### src/rtl/image_pkg.sv
// Shared types and constants for the ROI cropping pipeline: window geometry record,
// decimation encoding and small sizing helpers.
package image_pkg;

  // Widest supported H/V address; module parameters must not exceed these.
  localparam int unsigned HMaxW = 16;
  localparam int unsigned VMaxW = 16;

  localparam logic [1:0] DecOne     = 2'd0;
  localparam logic [1:0] DecHalf    = 2'd1;
  localparam logic [1:0] DecQuarter = 2'd2;
  localparam logic [1:0] DecEighth  = 2'd3;

  typedef struct packed {
    logic [HMaxW-1:0] x0;
    logic [VMaxW-1:0] y0;
    logic [HMaxW-1:0] w;
    logic [VMaxW-1:0] h;
    logic [1:0]       dec;
  } roi_cfg_t;

  function automatic int unsigned sel_width(input int unsigned n);
    return (n > 1) ? $clog2(n) : 1;
  endfunction

  // Low offset bits that must be zero for a pixel to survive decimation.
  function automatic logic [7:0] dec_mask(input logic [1:0] dec);
    logic [7:0] m;
    unique case (dec)
      DecOne:     m = 8'h00;
      DecHalf:    m = 8'h01;
      DecQuarter: m = 8'h03;
      DecEighth:  m = 8'h07;
    endcase
    return m;
  endfunction

endpackage

### src/rtl/roi_window_unit.sv
// One crop window: double-buffered geometry, hit/decimation compare (stage 1) and the
// per-window address counter, DONE pulse and sticky overflow (stage 2).
module roi_window_unit
  import image_pkg::*;
#(
  parameter int unsigned H_ADDR_WIDTH   = 11,
  parameter int unsigned V_ADDR_WIDTH   = 10,
  parameter int unsigned OUT_ADDR_WIDTH = 11
) (
  input  logic                      clk_i,
  input  logic                      rst_i,
  input  logic                      frame_start_i,
  input  logic                      pix_valid_i,
  input  logic [H_ADDR_WIDTH-1:0]   addr_h_i,
  input  logic [V_ADDR_WIDTH-1:0]   addr_v_i,
  input  logic                      cfg_we_i,
  input  roi_cfg_t                  cfg_i,
  output logic                      hit_o,
  output logic [OUT_ADDR_WIDTH-1:0] addr_o,
  output logic                      done_o,
  output logic                      ovf_o
);

  localparam int unsigned HW = HMaxW + 1;
  localparam int unsigned VW = VMaxW + 1;

  roi_cfg_t shadow_q, active_q, cfg_eff;

  logic                      hit_q, last_q, fs_q;
  logic [OUT_ADDR_WIDTH-1:0] cnt_q, cnt_d, cnt_base;
  logic                      flag_q, flag_d, flag_base;
  logic                      done_q, done_d;
  logic                      ovf_q, ovf_d, ovf_base;

  logic [7:0]    mask;
  logic [HW-1:0] ah, x0e, xend, dh, xlast;
  logic [VW-1:0] av, y0e, yend, dv, ylast;
  logic          in_x, in_y, hit, is_last;

  // The frame-start pixel already belongs to the new frame, so it sees the shadow geometry.
  always_comb begin
    cfg_eff = frame_start_i ? shadow_q : active_q;
    mask    = dec_mask(cfg_eff.dec);

    ah    = HW'(addr_h_i);
    x0e   = HW'(cfg_eff.x0);
    xend  = x0e + HW'(cfg_eff.w);
    dh    = ah - x0e;
    xlast = (HW'(cfg_eff.w) - HW'(1)) & ~HW'(mask);

    av    = VW'(addr_v_i);
    y0e   = VW'(cfg_eff.y0);
    yend  = y0e + VW'(cfg_eff.h);
    dv    = av - y0e;
    ylast = (VW'(cfg_eff.h) - VW'(1)) & ~VW'(mask);

    in_x    = (ah >= x0e) && (ah < xend) && ((dh[7:0] & mask) == 8'h00);
    in_y    = (av >= y0e) && (av < yend) && ((dv[7:0] & mask) == 8'h00);
    hit     = pix_valid_i && in_x && in_y;
    is_last = (dh == xlast) && (dv == ylast);
  end

  // fs_q marks the first pixel of a frame in stage 1; per-frame state restarts there.
  always_comb begin
    cnt_base  = fs_q ? '0 : cnt_q;
    flag_base = fs_q ? 1'b0 : flag_q;
    ovf_base  = fs_q ? 1'b0 : ovf_q;

    cnt_d  = cnt_base + OUT_ADDR_WIDTH'(hit_q);
    done_d = hit_q && last_q && !flag_base;
    flag_d = flag_base || done_d;
    ovf_d  = ovf_base || (hit_q && (cnt_base == '1));
  end

  always_ff @(posedge clk_i) begin
    if (rst_i) begin
      shadow_q <= '0;
      active_q <= '0;
      hit_q    <= 1'b0;
      last_q   <= 1'b0;
      fs_q     <= 1'b0;
      cnt_q    <= '0;
      flag_q   <= 1'b0;
      done_q   <= 1'b0;
      ovf_q    <= 1'b0;
    end else begin
      if (cfg_we_i) begin
        shadow_q <= cfg_i;
      end
      if (frame_start_i) begin
        active_q <= shadow_q;
      end
      hit_q  <= hit;
      last_q <= is_last;
      fs_q   <= frame_start_i;
      cnt_q  <= cnt_d;
      flag_q <= flag_d;
      done_q <= done_d;
      ovf_q  <= ovf_d;
    end
  end

  assign hit_o  = hit_q;
  assign addr_o = cnt_base;
  assign done_o = done_q;
  assign ovf_o  = ovf_q;

endmodule

### src/rtl/roi_multi_cropper.sv
// Multi-window raster cropper: N_ROI window units feed a lowest-index-wins mux into a single
// write stream with two cycles of latency.
module roi_multi_cropper
  import image_pkg::*;
#(
  parameter int unsigned N_ROI          = 2,
  parameter int unsigned H_ADDR_WIDTH   = 11,
  parameter int unsigned V_ADDR_WIDTH   = 10,
  parameter int unsigned OUT_ADDR_WIDTH = 11,
  parameter int unsigned DATA_WIDTH     = 16
) (
  input  logic                           CLK,
  input  logic                           RESET,
  input  logic                           FRAME_START,
  input  logic                           PIX_VALID,
  input  logic [H_ADDR_WIDTH-1:0]        ADDR_H,
  input  logic [V_ADDR_WIDTH-1:0]        ADDR_V,
  input  logic [DATA_WIDTH-1:0]          PIX_DATA,
  input  logic                           CFG_WE,
  input  logic [sel_width(N_ROI)-1:0]    CFG_SEL,
  input  logic [H_ADDR_WIDTH-1:0]        CFG_X0,
  input  logic [H_ADDR_WIDTH-1:0]        CFG_W,
  input  logic [V_ADDR_WIDTH-1:0]        CFG_Y0,
  input  logic [V_ADDR_WIDTH-1:0]        CFG_H,
  input  logic [1:0]                     CFG_DEC,
  output logic                           OUT_DATA_VALID,
  output logic [sel_width(N_ROI)-1:0]    OUT_ROI,
  output logic [OUT_ADDR_WIDTH-1:0]      OUT_DATA_ADDR,
  output logic [DATA_WIDTH-1:0]          OUT_DATA,
  output logic [N_ROI-1:0]               OUT_ROI_DONE,
  output logic [N_ROI-1:0]               OUT_OVERFLOW
);

  localparam int unsigned SelW = sel_width(N_ROI);

  roi_cfg_t cfg_in;

  logic [N_ROI-1:0]          win_hit, win_done, win_ovf;
  logic [OUT_ADDR_WIDTH-1:0] win_addr [N_ROI];

  logic                      sel_valid;
  logic [SelW-1:0]           sel_idx;
  logic [OUT_ADDR_WIDTH-1:0] sel_addr;

  logic [DATA_WIDTH-1:0]     data_q;
  logic                      valid_q;
  logic [SelW-1:0]           roi_q;
  logic [OUT_ADDR_WIDTH-1:0] addr_q;
  logic [DATA_WIDTH-1:0]     out_data_q;

  assign cfg_in = '{
    x0:  HMaxW'(CFG_X0),
    y0:  VMaxW'(CFG_Y0),
    w:   HMaxW'(CFG_W),
    h:   VMaxW'(CFG_H),
    dec: CFG_DEC
  };

  for (genvar k = 0; k < N_ROI; k++) begin : g_win
    roi_window_unit #(
      .H_ADDR_WIDTH   (H_ADDR_WIDTH),
      .V_ADDR_WIDTH   (V_ADDR_WIDTH),
      .OUT_ADDR_WIDTH (OUT_ADDR_WIDTH)
    ) u_win (
      .clk_i         (CLK),
      .rst_i         (RESET),
      .frame_start_i (FRAME_START),
      .pix_valid_i   (PIX_VALID),
      .addr_h_i      (ADDR_H),
      .addr_v_i      (ADDR_V),
      .cfg_we_i      (CFG_WE && (CFG_SEL == SelW'(k))),
      .cfg_i         (cfg_in),
      .hit_o         (win_hit[k]),
      .addr_o        (win_addr[k]),
      .done_o        (win_done[k]),
      .ovf_o         (win_ovf[k])
    );
  end

  // Scan from the top index down so the lowest hitting window is the last to assign.
  always_comb begin
    sel_valid = 1'b0;
    sel_idx   = '0;
    sel_addr  = '0;
    for (int k = N_ROI - 1; k >= 0; k--) begin
      if (win_hit[k]) begin
        sel_valid = 1'b1;
        sel_idx   = SelW'(k);
        sel_addr  = win_addr[k];
      end
    end
  end

  always_ff @(posedge CLK) begin
    if (RESET) begin
      data_q     <= '0;
      valid_q    <= 1'b0;
      roi_q      <= '0;
      addr_q     <= '0;
      out_data_q <= '0;
    end else begin
      data_q     <= PIX_DATA;
      valid_q    <= sel_valid;
      roi_q      <= sel_idx;
      addr_q     <= sel_addr;
      out_data_q <= data_q;
    end
  end

  assign OUT_DATA_VALID = valid_q;
  assign OUT_ROI        = roi_q;
  assign OUT_DATA_ADDR  = addr_q;
  assign OUT_DATA       = out_data_q;
  assign OUT_ROI_DONE   = win_done;
  assign OUT_OVERFLOW   = win_ovf;

endmodule

### config.mk
export PLATFORM = sky130hd
export DESIGN_NAME = roi_multi_cropper
export DESIGN_NICKNAME = d
export VERILOG_FILES = /design/src/rtl/image_pkg.sv /design/src/rtl/roi_window_unit.sv /design/src/rtl/roi_multi_cropper.sv
export SDC_FILE = /design/constraint.sdc
export NUM_CORES = 1
export LEC_CHECK = 0
export ABC_AREA = 1
export BUFFER_PORTS_ARGS = -buffer_cell sky130_fd_sc_hd__buf_2
export CAP_MARGIN = 0
export CORE_MARGIN = 2
export CORE_UTILIZATION = 45
export DETAILED_ROUTE_END_ITERATION = 8
export PLACE_DENSITY = 0.65
export SLEW_MARGIN = 30
export SYNTH_ARGS = -nofsm -noshare
export SYNTH_HDL_FRONTEND = slang
export SYNTH_SLANG_ARGS = --single-unit
### constraint.sdc
create_clock -name CLK -period 7 [get_ports CLK]
set_input_delay 1.4 -clock CLK [delete_from_list [all_inputs] [get_ports CLK]]
set_output_delay 1.4 -clock CLK [all_outputs]
set_load 0.005 [all_outputs]
---- Word level (Yosys, flattened, before mapping) ----
Cells that the tools add are included.
word-level totals
  bits in registers ....................... 298
  output and inout bits ................... 33
  logic and storage cells ................. 132
operators by class
  $add $sub $neg .......................... 14
  magnitude comparators ................... 8
  equality and inequality tests ........... 12
  multiplexer cells ....................... 14
  bitwise logic cells ..................... 11
  reduce and logical (&&, ||, !) cells .... 35
operator list
  cell                     count
  $mux W66                 2
  $add A16 B16 Y17         4
  $and A17 B17 Y17         4
  $eq A17 B17 Y1           4
  $sub A16 B1 Y17 const B  4
  $pmux W8 S4              2
  $mux W11                 4
  $lt A10 B17 Y1           2
  $lt A11 B17 Y1           2
  $not A8 Y17              2
  $sub A10 B16 Y17         2
  $sub A11 B16 Y17         2
  $and A8 B8 Y8            4
  $ge A10 B16 Y1           2
  $ge A11 B16 Y1           2
  $logic_not A8 Y1         4
  $add A11 B1 Y11          2
  $eq A11 B11 Y1 const B   2
  $logic_and A1 B1 Y1      22
  $eq A2 B2 Y1 const B     4
  $mux W1                  6
  $eq A2 B1 Y1 const B     2
  $logic_not A2 Y1         2
  $logic_or A1 B1 Y1       4
  other kinds (3)          4

---- Logic depth before layout (Yosys ltp) ----
Gate-level depths: netlist (run 1).
  depth in word-level cells ............... 8
  depth in mapped cells ................... 28
  gate-level depth less buffers ........... 25

---- Hierarchy ----
From an unflattened synthesis (run 1), not the netlist that was laid out.
second synthesis, totals
  cell total of the unflattened synthesis .. 3789
  area total of the unflattened synthesis .. 23583.9 um2
by module, submodules not included
  module                            times used  cells an instance  area an instance (um2)  seq. area each (um2)
  roi_window_unit (g_win[1].u_win)  1           1833               11185.7                 2982.9
  roi_window_unit (g_win[0].u_win)  1           1796               11010.6                 2982.9
  roi_multi_cropper                 1           160                1387.6                  900.9

---- Worst setup path after synthesis (run 1) ----
OpenSTA, ideal clock, no wires.
  path type ............................... input to register
  from .................................... in FRAME_START
  to ...................................... reg g_win[1].u_win.hit_q
  library setup time ...................... 0.113 ns
  data arrival time ....................... 4.791 ns
  slack ................................... 2.096 ns
  stages on the path ...................... 26
  buffers on the path ..................... 4
  cell sequence ........................... inv_2 -> buf_2 -> buf_6 -> buf_2 -> clkbuf_1 -> or2_2 -> o21ai_0 -> inv_1 -> fa_1 -> nand3_1 -> nand2_1 -> a21boi_0 -> o21bai_1 -> xor2_1 -> ha_1 -> nand2_1 -> nor2_1 -> o21ai_0 -> nand2_1 -> nand2_1 -> nand2_1 -> nand2_1 -> nor2_1 -> nand3b_1 -> nor2_1 -> nor2_1
RTL lines
  what                  RTL line                 text
  start, declared       roi_multi_cropper.sv:14  input logic FRAME_START,
  end signal, assigned  roi_window_unit.sv:93    hit_q <= hit;
  end, declared         roi_window_unit.sv:29    logic hit_q, last_q, fs_q;

==> metrics.cfg, run 1 <==
[outcome]
run_status = finished, final reports clean

[route]
via_count = 21600
drtPass1Iterations = 5
detail-route-antenna-nets = 0
finalWirelength_um = 63000
drc_errors = 0
drtIter0Drc = 1411
viasPerCell = 5.06
wl_per_cell_um = 14.8

[placement]
dp_hpwl_um = 49000
dp_slack_ns = 1.34
gp_congestion = 0.949
io_buffers = 119
dpl_cell_area_um2 = 22600

[worst_setup_path]
rr_endpoint = g_win[1].u_win.hit_o$_SDFF_PP0_
worst-setup-path-type = input port to flip-flop
crit_path_end_kind = flip-flop
rr_startpoint = g_win[1].u_win.shadow_q[35]$_SDFFE_PP0P_
required_ns = 7.44
cp_num_cells = 23
cp.buffers_inverters = 3
cpMostUsedCell = nand2_1
startpoint_type = input port
cp_max_fo = 80
critPathArrivalTime_ns = 5.56
slowest_delay_ns = 0.46
reg2reg_depth = 21
crit_path_cell_trace = buf_4, inv_4, or2_2, o21ai_0, inv_1, fa_1, nand3_1, nand2_1, a21boi_0, o21bai_1, xor2_1, ha_1, nand2_1, nor2_1, o21ai_0, nand2_1, nand2_1, nand2_1, nand2_1, nor2_1, nand3b_1, nor2_1, nor2_1
reg2reg_slack_ns = 3.34
crit_family = simple AND/OR/NAND/NOR gates
crit_path_top_delay_cell = fa_1

[power]
p_int_mw = 3.49
swShare = 0.330
p_sw_mw = 1.72
seqPwrFrac = 0.345
clkPwrFrac = 0.389
p_comb_frac = 0.266
power.density_nw_per_um2 = 218
p_leak_nw = 13.0
ir_worst_vdd_uv = 179

[yosys]
synth_fp_nets = 3786
synth.top_cell.area_share = 0.276
synth_adder_area_share = 0.0955
syn_inst = 3539
synthTopCellsByArea = dfxtp_1 28%, nand2_1 18%, nor2_1 9.2%
synth_top_family_by_area = simple AND/OR/NAND/NOR gates
synthArstFlopShare = 0
synth-simple-area-share = 0.388
yosysTopAreaCell = dfxtp_1
netlist-cell-type-count = 44
synth-seq-cells = 298
synth_area_per_cell_um2 = 6.10
ys_warn_count = 0
yosys-mux-area-fraction = 0
synth-seq-area-share = 0.276
ys.flop_type = dfxtp_1
synth_compound_area_frac = 0.105
synth_edf_count = 0
synth_xor_area_frac = 0.0284
syn-cell-area_um2 = 21600

[clock_network]
cts_sinks = 298
ctsHoldBuffers = 0
post-cts-setup-buffers = 0
root_buffer = clkbuf_16
clkTransAtPathRegs_ns = 0.05
cts_resized = 0
clockBufferDepth = 3
insertion_delay_ns = 0.56
cts_buffers = 37
cts_max_level = 2
tritoncts = yes

[sta]
post-route-min-period_ns = 5.12
setup_ws_ns = 1.88
tns_ns = 0
maxSlewHeadroom = 0.442
fin_skew_ns = 0.0160
setup_violations = 0
tightestPinTransition_ns = 0.837
maxSlewViolCount = 0
hold_viol_final = 0
rsz0062_at_grt = false
period_share = 0.731
fmax_mhz = 195

[floorplan]
die_y_um = 223
initial_core_util = 0.454
core_um2 = 47500
die_w_um = 223
row_count = 80
die_area_um2 = 49800
io_pins = 120

[global_routing]
grt-ovfl-total = 0
grt_use_total = 0.251
antenna_found_initial = 4
grt_start_max_net_pins = 86
grt_pass1_wl_um = 101000
grt_pass1_vias = 19500

[run]
drv_cap = 0

[finish]
drive_gt1_frac = 0.0866
nets = 3870
fillers = 4949
postLayoutCellArea_um2 = 23900
area_growth_pct = 10.8

[worst_hold_path]
hold_end = OUT_DATA[7]$_SDFF_PP0_
hold_start = data_q[7]$_SDFF_PP0_
min_path_cells = 2
min_path_type = flip-flop to flip-flop

-- worst min-delay path, delay by kind of cell, from the launching register on --
kind,cells,cell delay (ns)
flops,1,0.29
buf+inv,1,0.04
simple gates,1,0.03
-- area by class of cell --
class	instances	area (µm²)	area share
Tap cell	615	769	0.0321
Multi-Input combinational cell	2657	13300	0.556
Clock inverter	15	255	0.0107
Clock buffer	48	1020	0.0425
Inverter	493	1850	0.0774
Timing Repair Buffer	136	752	0.0314
Antenna cell	4	10.0	0.000418
Sequential cell	298	5970	0.249
-- power by group through the flow --
stage	combinational [mW]	sequential [mW]	clock [mW]
detailed placement	1.37	1.83	0
global placement	1.36	1.83	0
global route	1.58	1.80	2.13
floorplan	1.03	1.83	0
CTS	1.38	1.80	2.08
finish	1.39	1.80	2.03
-- registers in the layout (all words and copies together) (netlist names) --
register	cells
g_win.u_win.done_o	2
OUT_DATA_VALID	1
data_q	16
g_win.u_win.active_q	132
g_win.u_win.hit_o	2
g_win.u_win.last_q	2
OUT_DATA	16
g_win.u_win.flag_q	2
g_win.u_win.ovf_o	2
g_win.u_win.shadow_q	88
OUT_DATA_ADDR	11
g_win.u_win.cnt_q	22
g_win.u_win.fs_q	1
OUT_ROI	1
-- through the flow --
stage               hold WS [ns]  cells   util  power (mW)
floorplan                  0.388   3539      -        2.85
detailed placement         0.392   4198  0.476        3.20
global route               0.423   4266  0.504        5.52
CTS                        0.399   4261  0.503        5.25
finish                     0.399   4266  0.504        5.21
global placement           0.389   4198  0.476        3.19
-- metal layers --
| layer | track usage | up-vias | part of all wire |
|---|---|---|---|
| li1 | - | 11300 | - |
| met1 | 0.350 | 9679 | 0.48 |
| met2 | 0.411 | 470 | 0.45 |
| met3 | 0.0265 | 91 | 0.048 |
| met4 | 0.0710 | 0 | 0.022 |
| met5 | 0 | - | 0 |
-- synth_stat cells (5+ instances only) --
library cell and number:
nand2_1 1054, clkbuf_1 58, nor2_4 8, buf_6 13, o21ai_0 186, a31oi_1 6
o21bai_1 16, dfxtp_1 298, nand4_1 51, o21ai_1 15, or2_2 44, nand3_1 217
buf_2 8, inv_1 481, fa_1 8, buf_1 7, a211oi_1 7, ha_1 152
a21o_1 5, nor2_1 528, xnor2_1 27, nor3_1 24, inv_2 9, xor2_1 43
nand3b_1 21, o21ai_2 8, a21oi_1 166, o21a_1 7, nor2_2 14, nand2_2 29
buf_4 5
-- layout by cell type, fill, tap and decap left out, types with 7 or more instances in the layout --
| master | count |
|---|---|
| o21ai_0 | 186 |
| inv_1 | 479 |
| o21a_1 | 7 |
| xnor2_1 | 27 |
| nor3_1 | 24 |
| nand3_1 | 217 |
| o21bai_1 | 16 |
| o21ai_2 | 8 |
| inv_2 | 10 |
| nand2_1 | 1053 |
| ha_1 | 152 |
| clkbuf_16 | 37 |
| nor2_2 | 15 |
| dfxtp_1 | 298 |
| a21oi_1 | 166 |
| xor2_1 | 43 |
| nor2_1 | 527 |
| nand2_2 | 30 |
| buf_4 | 17 |
| buf_2 | 117 |
| nand4_1 | 51 |
| o21ai_1 | 15 |
| or2_2 | 44 |
| fa_1 | 8 |
| nor2_4 | 8 |
| nand3b_1 | 21 |
| a211oi_1 | 7 |
-- kinds of logic (layout without fill, tap and decap cells) --
logic type      count (synthesis)  in the layout
xor+xnor                       70             70
buf+inv                       584            692
flops                         298            298
fa+ha+maj                     160            160
other cells                     0              4
simple gates                 2003           2003
compound gates                424            424
-- how the worst max path moves through the flow --
stage	end	from	slack, ns
finish	g_win[1].u_win.hit_o$_SDFF_PP0_	FRAME_START	1.88
global route	g_win[1].u_win.hit_o$_SDFF_PP0_	FRAME_START	1.42
CTS	g_win[1].u_win.hit_o$_SDFF_PP0_	FRAME_START	1.90
detailed placement	g_win[1].u_win.hit_o$_SDFF_PP0_	FRAME_START	1.34
global placement	g_win[1].u_win.hit_o$_SDFF_PP0_	FRAME_START	1.48
floorplan	g_win[1].u_win.hit_o$_SDFF_PP0_	FRAME_START	2.10
Power figures use the tool's default switching activity.
==> run 2, diff against run 1 <==
--- a/config.mk
+++ b/config.mk
@@ -11,7 +11,7 @@
 export CORE_MARGIN = 2
 export CORE_UTILIZATION = 45
 export DETAILED_ROUTE_END_ITERATION = 8
-export PLACE_DENSITY = 0.65
+export PLACE_DENSITY = 0.67
 export SLEW_MARGIN = 30
 export SYNTH_ARGS = -nofsm -noshare
 export SYNTH_HDL_FRONTEND = slang
==> constraint.sdc (replaced) <==
create_clock -name CLK -period 4.3 [get_ports CLK]
set_input_delay 0.86 -clock CLK [delete_from_list [all_inputs] [get_ports CLK]]
set_output_delay 0.86 -clock CLK [all_outputs]
set_load 0.005 [all_outputs]
==> run 2 against run 1 <==
Against the previous run:
- sequential share of layout area down 0.31 points
- setup slack lost 1.4 ns
- global-route usage up 0.18 points
- non-clock buffer count rose by 45
- final cell count rose by 1.0%
- final area rose by 1.3%
- die area unchanged
- count of clock-buffer cells in the layout did not move
- largest power group unchanged
==> metrics.cfg, run 2 (synthesis gave the netlist of run 1 again) <==
[finish]
top_regs = g_win.u_win.active_q (132), g_win.u_win.shadow_q (88), g_win.u_win.cnt_q (22)  ; unchanged
layout_common_cells = 1053 x nand2_1, 527 x nor2_1, 479 x inv_1  ; unchanged
nets = 3914  ; was 3870
final_common_cell = nand2_1  ; unchanged
fillers = 4933  ; was 4949
largest_reg_flops = 132  ; unchanged
finish.utilization = 0.510  ; was 0.504
area_growth_pct = 12.2  ; was 10.8%
regMostFlops = g_win.u_win.active_q  ; unchanged
drive_gt1_frac = 0.0980  ; was 0.0866

[clock_network]
post-cts-setup-buffers = 0  ; unchanged
root_buffer = clkbuf_16  ; unchanged
cts_resized = 0  ; unchanged
cts_buffers = 36  ; was 37
clockBufferDepth = 3  ; unchanged
insertion_delay_ns = 0.57  ; was 0.56 ns
tritoncts = yes  ; unchanged
ctsHoldBuffers = 0  ; unchanged
clkTransAtPathRegs_ns = 0.06  ; was 0.05 ns
cts_sinks = 298  ; unchanged
cts_max_level = 2  ; unchanged

[floorplan]
initial_core_util = 0.454  ; unchanged
row_count = 80  ; unchanged
io_pins = 120  ; unchanged
die_y_um = 223  ; unchanged
core_um2 = 47500  ; unchanged
die_area_um2 = 49800  ; unchanged
die_w_um = 223  ; unchanged

[sta]
post-route-min-period_ns = 3.78
hold_ws_ns = 0.400  ; was 0.399 ns
tightestPinTransition_ns = 0.909  ; was 0.837 ns
setup_violations = 0  ; unchanged
maxSlewViolCount = 0  ; unchanged
fmax_mhz = 265
fin_skew_ns = 0.0348  ; was 0.0160 ns
hold_viol_final = 0  ; unchanged
period_share = 0.879
tns_ns = 0  ; unchanged
rsz0062_at_grt = false  ; unchanged
maxSlewHeadroom = 0.393  ; was 0.442

[outcome]
run_status = finished, final reports clean  ; unchanged

[power]
power.density_nw_per_um2 = 345  ; was 218 nW/µm²
p_leak_nw = 13.2  ; was 13.0 nW
ir_worst_vdd_uv = 284  ; was 179 µV

[worst_setup_path]
worst-setup-path-type = input port to flip-flop  ; unchanged
critPathArrivalTime_ns = 4.26  ; was 5.56 ns
cp_max_fo = 18  ; was 80
rr_endpoint = g_win[1].u_win.hit_o$_SDFF_PP0_  ; unchanged
startpoint_type = input port  ; unchanged
rr_startpoint = g_win[1].u_win.shadow_q[18]$_SDFFE_PP0P_  ; was g_win[1].u_win.shadow_q[35]$_SDFFE_PP0P_
crit_path_end_kind = flip-flop  ; unchanged
reg2reg_slack_ns = 0.94  ; was 3.34 ns
startpoint = FRAME_START  ; unchanged
required_ns = 4.78  ; was 7.44 ns
reg2reg_depth = 22  ; was 21

[route]
finalWirelength_um = 63000  ; about the same
drtPass1Iterations = 6  ; was 5
drc_errors = 0  ; unchanged
viasPerCell = 5.01  ; was 5.06
drtIter0Drc = 1471  ; was 1411
detail-route-antenna-nets = 0  ; unchanged
wl_per_cell_um = 14.6  ; was 14.8 µm
via_count = 21600  ; about the same

[worst_hold_path]
min_path_cells = 2  ; unchanged
hold_start = data_q[8]$_SDFF_PP0_  ; was data_q[7]$_SDFF_PP0_
hold_end = OUT_DATA[8]$_SDFF_PP0_  ; was OUT_DATA[7]$_SDFF_PP0_
min_path_type = flip-flop to flip-flop  ; unchanged

[global_routing]
grt_use_total = 0.253  ; was 0.251
grt-ovfl-total = 0  ; unchanged
grt_start_max_net_pins = 101  ; was 86
grt_pass1_vias = 19700  ; was 19500
antenna_found_initial = 2  ; was 4
grt_pass1_wl_um = 101000  ; about the same

[run]
drv_cap = 0  ; unchanged

[placement]
dp_hpwl_um = 50300  ; was 49000 µm
gp_congestion = 0.967  ; was 0.949
io_buffers = 119  ; unchanged

[run 2: changes by cell type in the layout (fill, tap and decap cells not counted), moves of 2 or more]
| cell | previous run | this run |
|---|---|---|
| diode_2 | 4 | 2 |
| clkbuf_8 | 5 | 7 |
| bufinv_16 | 6 | 3 |
| clkinvlp_4 | 0 | 2 |
| buf_12 | 0 | 5 |
| buf_4 | 17 | 58 |
[run 2: per-layer routing]
| layer | global-route usage | wire length, µm | up-vias |
|---|---|---|---|
| li1 | - | - | 11400 |
| met1 | 0.340 | 29400 | 9599 |
| met5 | 0 | 0 | - |
| met4 | 0.0699 | 1590 | 0 |
| met2 | 0.421 | 28600 | 495 |
| met3 | 0.0375 | 3520 | 95 |
[run 2: worst max-delay path by stage]
stage / endpoint / slack [ns] / depth (start not counted)
6_report: g_win[1].u_win.hit_o$_SDFF_PP0_ / 0.52 / 24
3_5_place_dp: g_win[1].u_win.hit_o$_SDFF_PP0_ / -0.006 / 24
5_1_grt: g_win[1].u_win.hit_o$_SDFF_PP0_ / 0.15 / 24
4_1_cts: g_win[1].u_win.hit_o$_SDFF_PP0_ / 0.54 / 24
3_3_place_gp: g_win[1].u_win.hit_o$_SDFF_PP0_ / 0.13 / 24
2_1_floorplan: g_win[1].u_win.hit_o$_SDFF_PP0_ / 0.05 / 26
[run 2: critical path, cell delays in order]
cell and delay [ns]:
buf_4 0.17, inv_4 0.13, buf_4 0.22, o21ai_1 0.26
ha_1 0.23, inv_1 0.06, fa_1 0.39, nand3b_1 0.17
nand3_1 0.13, inv_1 0.06, o21ai_0 0.30, xor2_1 0.19
ha_1 0.27, nand2_1 0.07, nor2_1 0.04, a211oi_1 0.15
o21ai_0 0.12, nand2_1 0.08, nand2_1 0.06, nand2_1 0.06
nor2_1 0.04, nand3_1 0.08, nand2_1 0.05, nor2_1 0.07
[run 2: cell type report]
| class | instances | area [µm²] | area share |
|---|---|---|---|
| Antenna cell | 2 | 5.00 | 0.000206 |
| Clock buffer | 48 | 1020 | 0.0419 |
| Clock inverter | 15 | 181 | 0.00748 |
| Inverter | 493 | 1850 | 0.0764 |
| Multi-Input combinational cell | 2657 | 13300 | 0.549 |
| Sequential cell | 298 | 5970 | 0.246 |
| Tap cell | 615 | 769 | 0.0317 |
| Timing Repair Buffer | 181 | 1130 | 0.0467 |
[run 2: stage by stage]
step                instance area [µm²]  std cells  power [mW]  worst slack (ns)
detailed placement                23000       4244        5.27          -0.00574
global placement                  23000       4244        5.26             0.126
floorplan                         21600       3539        4.64            0.0489
finish                            24200       4309        8.36             0.521
global route                      24200       4309        8.87             0.148
CTS                               24200       4307        8.42             0.543
[run 2: power breakdown]
group / switching, mW / internal, mW
registers: 0.0487 / 2.88
clock network: 1.27 / 1.85
logic: 1.49 / 0.816
total: 2.82 / 5.55
==> run 3, diff against run 2 <==
--- a/config.mk
+++ b/config.mk
@@ -5,13 +5,12 @@
 export SDC_FILE = /design/constraint.sdc
 export NUM_CORES = 1
 export LEC_CHECK = 0
-export ABC_AREA = 1
 export BUFFER_PORTS_ARGS = -buffer_cell sky130_fd_sc_hd__buf_2
 export CAP_MARGIN = 0
 export CORE_MARGIN = 2
 export CORE_UTILIZATION = 45
 export DETAILED_ROUTE_END_ITERATION = 8
-export PLACE_DENSITY = 0.67
+export PLACE_DENSITY = 0.65
 export SLEW_MARGIN = 30
 export SYNTH_ARGS = -nofsm -noshare
 export SYNTH_HDL_FRONTEND = slang
==> constraint.sdc (replaced) <==
create_clock -name CLK -period 4.88 [get_ports CLK]
set_input_delay 0.976 -clock CLK [delete_from_list [all_inputs] [get_ports CLK]]
set_output_delay 0.976 -clock CLK [all_outputs]
set_load 0.005 [all_outputs]
==> run 3 against run 2 <==
Against the previous run:
- global-route usage fell by 1.0 points
- final cell count shrank 30%
- highest routed layer unchanged
- first-iteration DRC count shrank 17%
- routed wire length is 16% lower
- count of clock-buffer cells in the layout did not move
- hold slack better by 0.032 ns
- synthesized cell count shrank 35%
- setup slack better by 0.11 ns
- final area down 11%
- die area is 13% lower
==> metrics.cfg, run 3 <==
[worst_hold_path]
hold_start = data_q[6]$_SDFF_PP0_  ; was data_q[8]$_SDFF_PP0_
min_path_type = flip-flop to flip-flop  ; unchanged
min_path_cells = 1  ; was 2
hold_end = OUT_DATA[6]$_SDFF_PP0_  ; was OUT_DATA[8]$_SDFF_PP0_

[route]
drtIter0Drc = 1224  ; was 1471
via_count = 16600  ; was 21600
drc_errors = 0  ; unchanged
viasPerCell = 5.48  ; was 5.01
wl_per_cell_um = 17.5  ; was 14.6 µm
drtPass1Iterations = 7  ; was 6
detail-route-antenna-nets = 0  ; unchanged
finalWirelength_um = 52900  ; was 63000 µm

[clock_network]
insertion_delay_ns = 0.57  ; about the same
clockBufferDepth = 3  ; unchanged
cts_resized = 0  ; unchanged
post-cts-setup-buffers = 0  ; unchanged
clkTransAtPathRegs_ns = 0.06  ; about the same
tritoncts = yes  ; unchanged
ctsHoldBuffers = 0  ; unchanged
cts_max_level = 2  ; unchanged
root_buffer = clkbuf_16  ; unchanged
cts_sinks = 298  ; unchanged
cts_buffers = 36  ; unchanged

[global_routing]
grt_pass1_vias = 15600  ; was 19700
antenna_found_initial = 1  ; was 2
grt_pass1_wl_um = 84100  ; was 101000 µm
grt_use_total = 0.243  ; was 0.253
grt-ovfl-total = 0  ; unchanged
grt_start_max_net_pins = 189  ; was 101

[placement]
dp_hpwl_um = 40700  ; was 50300 µm
io_buffers = 119  ; unchanged
gp_congestion = 0.953  ; was 0.967
dp_slack_ns = 0.0979  ; was -0.00574 ns

[yosys]
syn_inst = 2317  ; was 3539
synth-seq-area-share = 0.318  ; was 0.276
yosys-top-cells-count = 298 x dfxtp_1, 291 x nand2_1, 249 x nor2_1, 197 x a21oi_1, 152 x ha_1  ; was 1054 x nand2_1, 528 x nor2_1, 481 x inv_1, 298 x dfxtp_1, 217 x nand3_1
synth_area_per_cell_um2 = 8.10  ; was 6.10 µm²
synth.top_cell.area_share = 0.318  ; was 0.276
ys_warn_count = 0  ; unchanged
synth_edf_count = 0  ; unchanged
netlist-cell-type-count = 85  ; was 44
syn-cell-area_um2 = 18800  ; was 21600 µm²
synth-seq-cells = 298  ; unchanged
synth.most_common_cell = dfxtp_1  ; was nand2_1
synth_fp_nets = 2564  ; was 3786
yosysTopAreaCell = dfxtp_1  ; unchanged
synthArstFlopShare = 0  ; unchanged
synthTopCellsByArea = dfxtp_1 32%, ha_1 10%, xnor2_1 6.3%  ; was dfxtp_1 28%, nand2_1 18%, nor2_1 9.2%
ys.flop_type = dfxtp_1  ; unchanged

[sta]
setup_violations = 0  ; unchanged
maxSlewHeadroom = 0.337  ; was 0.393
setup_ws_ns = 0.635  ; was 0.521 ns
fin_skew_ns = 0.0173  ; was 0.0348 ns
tightestPinTransition_ns = 0.995  ; was 0.909 ns
maxSlewViolCount = 0  ; unchanged
post-route-min-period_ns = 4.24
fmax_mhz = 236
hold_viol_final = 0  ; unchanged
hold_ws_ns = 0.432  ; was 0.400 ns
period_share = 0.870
rsz0062_at_grt = false  ; unchanged

[finish]
top_regs = g_win.u_win.active_q (132), g_win.u_win.shadow_q (88), g_win.u_win.cnt_q (22)  ; unchanged
multi_input_area_um2 = 12100  ; was 13300 µm²
final-seq-area_um2 = 5970  ; about the same
area_growth_pct = 15.4  ; was 12.2%
finish.utilization = 0.528  ; was 0.510
fillers = 3903  ; was 4933
final_common_cell = dfxtp_1  ; was nand2_1
largest_reg_flops = 132  ; unchanged
nets = 2712  ; was 3914
drive_gt1_frac = 0.127  ; was 0.0980
layout_common_cells = 297 x dfxtp_1, 291 x nand2_1, 249 x nor2_1  ; was 1053 x nand2_1, 527 x nor2_1, 479 x inv_1
regMostFlops = g_win.u_win.active_q  ; unchanged

[worst_setup_path]
rr_endpoint = g_win[1].u_win.last_q$_SDFF_PP0_  ; was g_win[1].u_win.hit_o$_SDFF_PP0_
required_ns = 5.28  ; was 4.78 ns
cp_max_fo = 23  ; was 18
crit_family = compound AO/OA/AOI/OAI gates  ; was adder cells
crit_path_cell_trace = clkbuf_8, buf_4, mux2i_4, inv_1, ha_1, a211oi_1, o21bai_1, a21oi_1, o21bai_1, a41o_1, nor2_1, xor2_1, ha_1, nand2_1, a21oi_1, a211oi_1, a2111oi_0, a41oi_1  ; was buf_4, inv_4, buf_4, o21ai_1, ha_1, inv_1, fa_1, nand3b_1, nand3_1, inv_1, o21ai_0, xor2_1, ha_1, nand2_1, nor2_1, a211oi_1, o21ai_0, nand2_1, nand2_1, nand2_1, nor2_1, nand3_1, nand2_1, nor2_1
reg2reg_slack_ns = 1.16  ; was 0.94 ns
cp.buffers_inverters = 3  ; was 5
reg2reg_depth = 13  ; was 22
crit_path_end_kind = flip-flop  ; unchanged
worst-setup-path-type = input port to flip-flop  ; unchanged
crit_path_top_delay_cell = mux2i_4  ; was fa_1
slowest_delay_ns = 0.34  ; was 0.39 ns
critPathArrivalTime_ns = 4.64  ; was 4.26 ns
rr_startpoint = g_win[1].u_win.shadow_q[50]$_SDFFE_PP0P_  ; was g_win[1].u_win.shadow_q[18]$_SDFFE_PP0P_
startpoint_type = input port  ; unchanged

[outcome]
run_status = finished, final reports clean  ; unchanged

[floorplan]
row_count = 74  ; was 80
core_um2 = 41000  ; was 47500 µm²
die_area_um2 = 43300  ; was 49800 µm²
die_w_um = 208  ; was 223 µm
initial_core_util = 0.457  ; was 0.454
die_y_um = 208  ; was 223 µm
io_pins = 120  ; unchanged

[power]
ir_worst_vdd_uv = 298  ; was 284 µV
p_leak_nw = 9.96  ; was 13.2 nW
power.density_nw_per_um2 = 304  ; was 345 nW/µm²
p_total_mw = 6.58  ; was 8.36 mW

[run]
drv_cap = 0  ; unchanged

## run 3: worst max path at each step
stage / start / to / slack, ns / cells after the start
4_1_cts: FRAME_START / g_win[0].u_win.hit_o$_SDFF_PP0_ / 0.68 / 18
5_1_grt: FRAME_START / g_win[0].u_win.hit_o$_SDFF_PP0_ / 0.24 / 17
6_report: FRAME_START / g_win[0].u_win.hit_o$_SDFF_PP0_ / 0.64 / 18
2_1_floorplan: FRAME_START / g_win[0].u_win.hit_o$_SDFF_PP0_ / -0.16 / 29
3_3_place_gp: FRAME_START / g_win[0].u_win.hit_o$_SDFF_PP0_ / 0.18 / 18
3_5_place_dp: FRAME_START / g_win[0].u_win.hit_o$_SDFF_PP0_ / 0.1 / 18
## run 3: cell type report
cell class / instances / area share
antenna: 1 / 0.000116
multi-input combinational: 1806 / 0.558
sequential: 298 / 0.275
timing repair buffer: 193 / 0.0565
clock buffer: 48 / 0.0469
inverter: 130 / 0.0225
tap: 532 / 0.0307
clock inverter: 17 / 0.0102
## run 3: metrics by stage
stage	TNS, ns	area (µm²)	std cells
floorplan	-0.516	19000	2317
global placement	0	20400	2958
global route	0	21700	3024
detailed placement	0	20400	2959
CTS	0	21700	3024
finish	0	21700	3025
## run 3: power by group
| part | switching [mW] | internal (mW) | total [mW] |
|---|---|---|---|
| Clock | 1.13 | 1.65 | 2.78 |
| Combinational | 0.735 | 0.531 | 1.27 |
| Sequential | 0.0429 | 2.50 | 2.54 |
| Total | 1.91 | 4.68 | 6.58 |
## run 3: kinds of logic after synthesis
group / after synthesis / synth area share
adder cells (fa/ha/maj): 160 / 0.110
AND/OR/NAND/NOR: 917 / 0.233
flip-flops: 298 / 0.318
XOR/XNOR: 197 / 0.0934
multiplexers: 101 / 0.0584
buffers and inverters: 213 / 0.0467
AO/OA/AOI/OAI: 431 / 0.140
## run 3: worst reg2reg max path: cells and delay by family (launching register included)
| family | cells | cell delay (ns) |
|---|---|---|
| flops | 1 | 0.32 |
| simple gates | 6 | 1.42 |
| fa+ha+maj | 2 | 0.62 |
| compound gates | 4 | 0.97 |
| mux | 1 | 0.30 |
## run 3: routing by layer
| metal | vias to the layer above | global-route usage | part of all wire |
|---|---|---|---|
| li1 | 8251 | - | - |
| met1 | 7761 | 0.341 | 0.47 |
| met2 | 476 | 0.379 | 0.44 |
| met3 | 83 | 0.0334 | 0.057 |
| met4 | 0 | 0.0913 | 0.031 |
| met5 | - | 0 | 0 |
